--- config.mk ---
export PLATFORM = sky130hd
export DESIGN_NAME = dmem_port_arbiter
export DESIGN_NICKNAME = d
export VERILOG_FILES = /design/src/rtl/dmem_arb_pkg.sv /design/src/rtl/rr_arb2.sv /design/src/rtl/dmem_port_arbiter.sv
export SDC_FILE = /design/constraint.sdc
export NUM_CORES = 1
export LEC_CHECK = 0
export CORE_AREA = 2 2 123 125
export CTS_CLUSTER_SIZE = 8
export DETAILED_ROUTE_END_ITERATION = 16
export DIE_AREA = 0 0 125 127
export GPL_TIMING_DRIVEN = 0
export MAX_ROUTING_LAYER = met4
export PLACE_DENSITY = 0.49
export SLEW_MARGIN = 10
export SYNTH_ARGS = -nofsm -noshare
export SYNTH_HDL_FRONTEND = slang
export SYNTH_HIERARCHICAL = 1
export SYNTH_SLANG_ARGS = --single-unit
--- constraint.sdc ---
create_clock -name clk -period 2.2 [get_ports clk]
set_clock_uncertainty 0.2 [all_clocks]
set_input_delay 0.33 -clock clk [delete_from_list [all_inputs] [get_ports clk]]
set_output_delay 0.33 -clock clk [all_outputs]
set_load 0.005 [all_outputs]
--- src/rtl/dmem_arb_pkg.sv ---
// ----------------------------------------------------------------------------
// dmem_arb_pkg
// Shared types and constants for the data-memory port-B arbiter.
//   mem_req_t  : one requester's access (byte address, write flag, byte
//                enables, write data)
//   mem_resp_t : one response (read data, range error)
//   req_id_t   : requester identifier (0 = core data bus, 1 = host bus)
//   WORD_SHIFT : byte address -> RAM word index shift
// ----------------------------------------------------------------------------
package dmem_arb_pkg;

    localparam int ADDR_BITS  = 32;
    localparam int DATA_BITS  = 32;
    localparam int STRB_BITS  = DATA_BITS / 8;
    localparam int WORD_SHIFT = 2;

    typedef logic req_id_t;

    typedef struct packed {
        logic [ADDR_BITS-1:0] addr;
        logic                 wen;
        logic [STRB_BITS-1:0] strb;
        logic [DATA_BITS-1:0] wdata;
    } mem_req_t;

    typedef struct packed {
        logic [DATA_BITS-1:0] rdata;
        logic                 err;
    } mem_resp_t;

    // Byte address to word index; the low WORD_SHIFT bits are dropped.
    function automatic logic [ADDR_BITS-1:0] word_index(input logic [ADDR_BITS-1:0] byte_addr);
        return byte_addr >> WORD_SHIFT;
    endfunction

endpackage

--- src/rtl/rr_arb2.sv ---
// ----------------------------------------------------------------------------
// rr_arb2
// Two-way round-robin arbiter. The grant is combinational. The last winner
// is remembered, and the other requester wins when both are asking.
//   clk, rst_n : clock, asynchronous active-low reset (last winner -> 1)
//   enable     : 0 grants nothing and leaves the last winner untouched
//   valid[1:0] : request present per requester
//   grant[1:0] : one-hot grant; a grant is always an accept (no back-pressure)
//   grant_id   : index of the granted requester (meaningful when |grant)
// ----------------------------------------------------------------------------
module rr_arb2
    import dmem_arb_pkg::*;
(
    input  logic       clk,
    input  logic       rst_n,
    input  logic       enable,
    input  logic [1:0] valid,
    output logic [1:0] grant,
    output req_id_t    grant_id
);

    req_id_t last_grant_reg;

    always_comb begin
        grant    = '0;
        // Contention goes to the side that did not win last. A lone request wins outright.
        grant_id = (valid == 2'b11) ? ~last_grant_reg : valid[1];
        if (enable && (|valid)) begin
            grant[grant_id] = 1'b1;
        end
    end

    always_ff @(posedge clk or negedge rst_n) begin
        if (!rst_n) begin
            last_grant_reg <= 1'b1;   // so r0 wins the first contention
        end else if (|grant) begin
            last_grant_reg <= grant_id;
        end
    end

endmodule

--- src/rtl/dmem_port_arbiter.sv ---
// ----------------------------------------------------------------------------
// dmem_port_arbiter
// Shares RAM port B between the core data bus (r0) and the host loader/debug
// bus (r1). Each accepted request drives the RAM in the same cycle. It gets
// exactly one response one cycle later. Out-of-range word indices are
// accepted, but they never touch the RAM, and they answer with err=1.
//   clk, rst_n       : clock, asynchronous active-low reset
//   hold             : 1 = accept nothing new (pending response still issues)
//   rN_req_*         : request channel N (valid/ready handshake, byte address)
//   rN_resp_*        : one-cycle response pulse with rdata / err
//   addrb, renb, wenb, webb, datab : RAM port B drive (addrb is a word index)
//   qb               : RAM port B read data, valid the cycle after renb
// ----------------------------------------------------------------------------
module dmem_port_arbiter
    import dmem_arb_pkg::*;
#(
    parameter int p_ADDR_BITS = ADDR_BITS,
    parameter int p_DATA_BITS = DATA_BITS,
    parameter int p_STRB_BITS = p_DATA_BITS / 8,
    parameter int p_MEM_WORDS = 65536
) (
    input  logic                   clk,
    input  logic                   rst_n,
    input  logic                   hold,

    input  logic                   r0_req_valid,
    output logic                   r0_req_ready,
    input  logic [p_ADDR_BITS-1:0] r0_req_addr,
    input  logic                   r0_req_wen,
    input  logic [p_STRB_BITS-1:0] r0_req_strb,
    input  logic [p_DATA_BITS-1:0] r0_req_wdata,
    output logic                   r0_resp_valid,
    output logic [p_DATA_BITS-1:0] r0_resp_rdata,
    output logic                   r0_resp_err,

    input  logic                   r1_req_valid,
    output logic                   r1_req_ready,
    input  logic [p_ADDR_BITS-1:0] r1_req_addr,
    input  logic                   r1_req_wen,
    input  logic [p_STRB_BITS-1:0] r1_req_strb,
    input  logic [p_DATA_BITS-1:0] r1_req_wdata,
    output logic                   r1_resp_valid,
    output logic [p_DATA_BITS-1:0] r1_resp_rdata,
    output logic                   r1_resp_err,

    output logic [p_ADDR_BITS-1:0] addrb,
    output logic                   renb,
    output logic                   wenb,
    output logic [p_STRB_BITS-1:0] webb,
    output logic [p_DATA_BITS-1:0] datab,
    input  logic [p_DATA_BITS-1:0] qb
);

    mem_req_t                req [2];
    mem_req_t                sel;
    logic [1:0]              grant;
    req_id_t                 grant_id;
    logic                    accept;
    logic [p_ADDR_BITS-1:0]  word;
    logic                    in_range;

    logic                    resp_valid_reg;
    req_id_t                 resp_id_reg;
    logic                    resp_rd_reg;
    logic                    resp_err_reg;
    mem_resp_t               resp;
    logic [1:0]              resp_hit;
    mem_resp_t               side_resp [2];

    assign req[0] = {r0_req_addr, r0_req_wen, r0_req_strb, r0_req_wdata};
    assign req[1] = {r1_req_addr, r1_req_wen, r1_req_strb, r1_req_wdata};

    // Gating by rst_n keeps the combinational RAM strobes low during reset,
    // even when a requester holds valid high.
    rr_arb2 u_rr_arb2 (
        .clk      (clk),
        .rst_n    (rst_n),
        .enable   (~hold & rst_n),
        .valid    ({r1_req_valid, r0_req_valid}),
        .grant    (grant),
        .grant_id (grant_id)
    );

    assign r0_req_ready = grant[0];
    assign r1_req_ready = grant[1];
    assign accept       = |grant;

    assign sel      = req[grant_id];
    assign word     = word_index(sel.addr);
    assign in_range = word < p_ADDR_BITS'(p_MEM_WORDS);

    assign addrb = word;
    assign renb  = accept & in_range & ~sel.wen;
    assign wenb  = accept & in_range &  sel.wen;
    assign webb  = wenb ? sel.strb : '0;
    assign datab = sel.wdata;

    always_ff @(posedge clk or negedge rst_n) begin
        if (!rst_n) begin
            resp_valid_reg <= 1'b0;
            resp_id_reg    <= 1'b0;
            resp_rd_reg    <= 1'b0;
            resp_err_reg   <= 1'b0;
        end else begin
            resp_valid_reg <= accept;
            resp_id_reg    <= grant_id;
            resp_rd_reg    <= ~sel.wen;
            resp_err_reg   <= ~in_range;
        end
    end

    // qb passes straight through. The RAM output register already supplies the
    // one-cycle read latency.
    assign resp.rdata = (resp_valid_reg & resp_rd_reg & ~resp_err_reg) ? qb : '0;
    assign resp.err   = resp_valid_reg & resp_err_reg;

    generate
        for (genvar gi = 0; gi < 2; gi++) begin : g_resp
            assign resp_hit[gi]  = resp_valid_reg & (resp_id_reg == req_id_t'(gi));
            assign side_resp[gi] = resp_hit[gi] ? resp : '0;
        end
    endgenerate

    assign r0_resp_valid = resp_hit[0];
    assign r0_resp_rdata = side_resp[0].rdata;
    assign r0_resp_err   = side_resp[0].err;
    assign r1_resp_valid = resp_hit[1];
    assign r1_resp_rdata = side_resp[1].rdata;
    assign r1_resp_err   = side_resp[1].err;

endmodule

* Word-level counts from Yosys, hierarchy flattened *
Index checks and enable logic that the tools add are counted.

operators by class
  $lt $le $gt $ge = 4
  equality and inequality tests = 1
  muxes and demuxes = 11
  bitwise logic cells = 16
  reduce and logical (&&, ||, !) cells = 4

operator list
  kind                    count
  $mux W69                3
  $mux W33                2
  $mux W32                1
  $lt A30 B17 Y1 const B  1
  $and A1 B1 Y1           9
  $not A1 Y1              6
  $mux W4                 1
  $reduce_or A2 Y1        2
  $eq A2 B2 Y1 const B    1
  $ge A2 B2 Y1 const B    1
  $logic_and A1 B1 Y1     2
  $lt A1 B2 Y1 const B    1
  $mux W1                 2
  $mux W2                 1
  $not A1 Y2              1
  $demux W1 S1            1
  $ge A1 B1 Y1 const B    1

storage, ports and cells
  bits in registers = 5
  input port bits = 175
  output and inout bits = 140
  logic and storage cells = 41

* Logic depth before layout (Yosys ltp) *
  depth after elaboration = 11
  mapped depth = 7
  gate-level depth less buffers = 7

* Cells and area by module *
The synthesis kept the hierarchy.

modules (own cells, without submodules)
  module             instances  cells each  area an instance (um^2)  seq. area each (um^2)
  dmem_port_arbiter  1          181         1547.7                   100.1
  rr_arb2            1          7           66.3                     26.3

* Worst setup path after synthesis *
No wires, ideal clock.

  path kind = reg-to-output
  from = reg u_rr_arb2.last_grant_reg
  to = out webb[0]
  data arrival time = 1938 ps
  required time = 1670 ps
  path slack = -268 ps
  cell stages (with the launch flop) = 7
  path buffers = 1
  cell sequence = dfstp_2 > a21boi_2 > buf_6 > mux2_4 > or4_4 > nand4bb_4 > nor2_1

RTL lines
  element                                      RTL line                 source
  start, declared                              rr_arb2.sv:22            req_id_t last_grant_reg;
  start signal, assigned                       rr_arb2.sv:37            last_grant_reg <= grant_id;
  $not A1 Y1                                   rr_arb2.sv:27            grant_id = (valid == 2'b11) ? ~last_grant_reg : valid[1];
  $mux W1                                      rr_arb2.sv:27
  named net grant_id                           dmem_port_arbiter.sv:57  req_id_t grant_id;
  $not A1 Y2 (not written as such)             dmem_port_arbiter.sv:88  assign sel = req[grant_id];
  $mux W69 (not written as such) (3 in a row)  dmem_port_arbiter.sv:88
  named net addrb[26]                          dmem_port_arbiter.sv:46  output logic [p_ADDR_BITS-1:0] addrb,
  $lt A30 B17 Y1                               dmem_port_arbiter.sv:90  assign in_range = word < p_ADDR_BITS'(p_MEM_WORDS);
  $and A1 B1 Y1 (2 in a row)                   dmem_port_arbiter.sv:94  assign wenb = accept & in_range & sel.wen;
  $mux W4                                      dmem_port_arbiter.sv:95  assign webb = wenb ? sel.strb : '0;
  end, declared                                dmem_port_arbiter.sv:49  output logic [p_STRB_BITS-1:0] webb,

The timed path passes the listed nets, and every way through them passes these cells. The select of a mux whose other input is x is not followed.

* Final worst setup path *
  from = reg u_rr_arb2.last_grant_reg
  to = out webb[0]

on the way
  cells in the longest elaborated chain, start to end = 11

RTL lines
  element                                                 RTL line
  $not A1 Y1 *                                            rr_arb2.sv:27
  $mux W1 *                                               rr_arb2.sv:27
  named net grant_id                                      dmem_port_arbiter.sv:57
  branches (longest 8 deep; another with $lt A30 B17 Y1)  -
  $mux W4 *                                               dmem_port_arbiter.sv:95

Mark *: on every way through the listed nets, which the timed path passes. The select of a mux whose other input is x is not followed.

==> results_dict.tcl <==
set metrics [dict create \
    postLayoutCellArea_sq_um 5540 \
    postPlaceCellArea_sq_um 4940 \
    end_kind "primary output" \
    die_h_um 127 \
    setup_tns_ns -21.74 \
    netlist_area_sq_um 1610 \
    hold_violations 0 \
    outcome "complete, but fails checks" \
    crit_buf_inv 3 \
    critPathArrivalTime_ns 2.44 \
    nets 733 \
    clock_latency_ns 0.23 \
    multi_input_area_sq_um 1560 \
    setup_ws_ns -0.766 \
    grt_pass1_vias 3082 \
    clk_pin_slew_ns 0.03 \
    regArea_sq_um 126 \
    leakagePower_nw 2.62 \
    root_buffer "clkbuf_16" \
    worst_slew_pin_slew_ns 0.569 \
    yosysWarnings 6 \
    ir_drop_uv 172 \
    initial_core_util 0.112 \
    via_per_inst 3.87 \
    die_w_um 125 \
    core_area_sq_um 14400 \
    vias 2868 \
    synth_top_family_by_area "multiplexers" \
    critPathKind "reg -> out" \
    cts_max_level 1 \
    cp-start-kind "flop" \
    cts_tree "done" \
    min_path_type "in -> async" \
    die_area_sq_um 15900 \
    power_density_nw_per_um2 256 \
    crit_path_frequent_cell "buf_6" \
    rsz0062_at_grt "true" \
    dp_hpwl_um 10000 \
    num_antenna_cells 0 \
    syn_to_final_growth_pct 243 \
    route.detailed.drc 0 \
    clockBufferDepth 2 \
    synth_edf_count 0 \
    drt-initial-drc-count 38 \
    drive_above_1_share 0.508 \
    netlist_top_cells_area "mux2_2 (40%), and2_1 (26%), dfrtp_1 (6.2%), mux2i_1 (4.3%), mux2_4 (1.9%)" \
    synthAdderAreaFrac 0 \
    yosysTopAreaCell "mux2_2" \
    pin_count 315 \
    synth_xor_area_frac 0 \
    relSlewSlack 0.610 \
    grt_pass1_wl_um 18100 \
    drtAntennaViolNets 0 \
    synth_top_area_frac 0.405 \
    syn_avg_cell_area_sq_um 8.59 \
    cts_sinks 5 \
    synth-main-ff-cell "dfrtp_1" \
    fmax_mhz 337 \
    synth_cells 188 \
    drv_cap 0 \
    fin_crit_ns 2.97 \
    grt_overflow 0 \
    wl_um 12300 \
    postSynth.asyncResetShare 1.00 \
    r2r_slack_ns -0.11 \
    synth_seq_area_share 0.0783 \
    synth_compound_area_frac 0.0225 \
    dr.pass1.iters 3 \
    synth_cell_types 29 \
    core.rowCount 44 \
    cp_slowest_cell "dfstp_2" \
    cp.required_ns 1.67 \
    antenna_found_initial 0 \
    grt.total_usage 0.149 \
    gp_congestion 0.832 \
    nFillCells 1495 \
    wl_per_cell_um 16.6 \
    grt_max_degree 10 \
    port_buffers 308 \
    violations "setup timing" \
    cp_top_family "simple AND/OR/NAND/NOR gates" \
    period_share 1.35 \
    setup_viol 65 \
    path_cells "a21boi_4, buf_6, mux2_4, or4_4, nand4bb_4, buf_6, nor2_2, buf_2" \
    ys_seq_elements 5 \
    holdWs_ns 0.376 \
    synthSimpleGateAreaFrac 0.374 \
    cts_buffers 3 \
    drv_slew 0 \
    worstPathMaxFanout 5 \
    synthMuxAreaShare 0.467 \
    max_stage_delay_ns 0.55 \
]
-- Yosys cell counts, types with 2 or more instances --
cell	instances
and2_1	67
mux2_2	58
nor2_1	8
mux2i_1	7
clkbuf_1	6
buf_2	4
dfrtp_1	4
buf_1	3
inv_1	3
nor2b_1	3
a22o_1	2
and3b_1	2
buf_4	2
mux2_4	2
nand2_1	2
nor3_1	2
-- cells in the final DEF (no fill, tap or decap), types with 3 or more instances in the layout --
cell | Yosys | routed
and2_1 | 67 | 48
and2_4 | 0 | 19
buf_2 | 4 | 50
buf_4 | 2 | 28
buf_6 | 1 | 60
buf_8 | 0 | 11
clkbuf_16 | 0 | 3
clkbuf_2 | 0 | 26
clkdlybuf4s15_1 | 0 | 11
clkdlybuf4s50_1 | 0 | 171
dfrtp_1 | 4 | 4
dlygate4sd2_1 | 0 | 13
mux2_2 | 58 | 50
mux2_4 | 2 | 10
mux2i_1 | 7 | 5
nor2_2 | 0 | 3
nor2_4 | 0 | 3
-- cell families (layout without fill, tap and decap cells) --
family,Yosys count,after routing
and+or+nand+nor,92,92
DFF,5,5
muxes,67,67
buffers and inverters,19,387
other,1,2
AOI/OAI and AO/OA,4,4
-- final timing paths --
check                                          from                  endpoint  cells past startpoint
max in group asynchronous                     rst_n               resp_rd_reg                      2
min                                           rst_n              resp_err_reg                      2
max reg2reg                u_rr_arb2/last_grant_reg              resp_err_reg                      6
max                        u_rr_arb2/last_grant_reg                   webb[0]                      8
min reg2reg                u_rr_arb2/last_grant_reg  u_rr_arb2/last_grant_reg                      2
min in group clk                       r0_req_valid  u_rr_arb2/last_grant_reg                      3
-- per-stage QoR --
stage / std cells / total power [mW] / util / setup slack, ns
final: 741 / 1.42 / 0.384 / -0.766
after global routing: 741 / 1.50 / 0.384 / -0.855
after CTS: 740 / 1.43 / 0.384 / -0.811
after detailed placement: 681 / 1.00 / 0.343 / -1.41
after global placement: 681 / 1.01 / 0.343 / -1.39
after floorplan: 189 / 0.392 / - / -0.235
-- repair_timing --
item                                   4_1_cts  5_1_grt
endpoints found under the hold margin        4        0
hold buffers                                 2        0
setup buffers                               47        9
gates cloned                                 6        0
setup endpoints to repair                  135      122
pin swaps                                    8       11
resized for setup                          483      131
-- worst register-to-register path: cells and delay by family, from the launching register on --
| kind | cells | cell delay (ns) |
|---|---|---|
| AND/OR/NAND/NOR | 2 | 0.81 |
| flip-flops | 1 | 0.55 |
| multiplexers | 1 | 0.30 |
| buffers and inverters | 2 | 0.27 |
| AO/OA/AOI/OAI | 1 | 0.07 |
-- power by group --
group          switching, mW  internal [mW]  total, mW
Clock                 0.0578          0.240      0.298
Combinational          0.307          0.697       1.00
Sequential           0.00917          0.106      0.115
-- cell type report --
cell class                      count  area share
Clock buffer                        4      0.0142
Multi-Input combinational cell    165       0.282
Tap cell                          184      0.0416
Buffer                             14      0.0364
Timing Repair Buffer              366       0.601
Sequential cell                     5      0.0228
Inverter                            3     0.00203
-- per-layer routing --
metal	part of all wire	global-route usage
met1	0.36	0.155
met2	0.54	0.291
met3	0.097	0.0431
met4	0.0031	0.0118
met5	0	-
(Power assumes the default switching activity.)
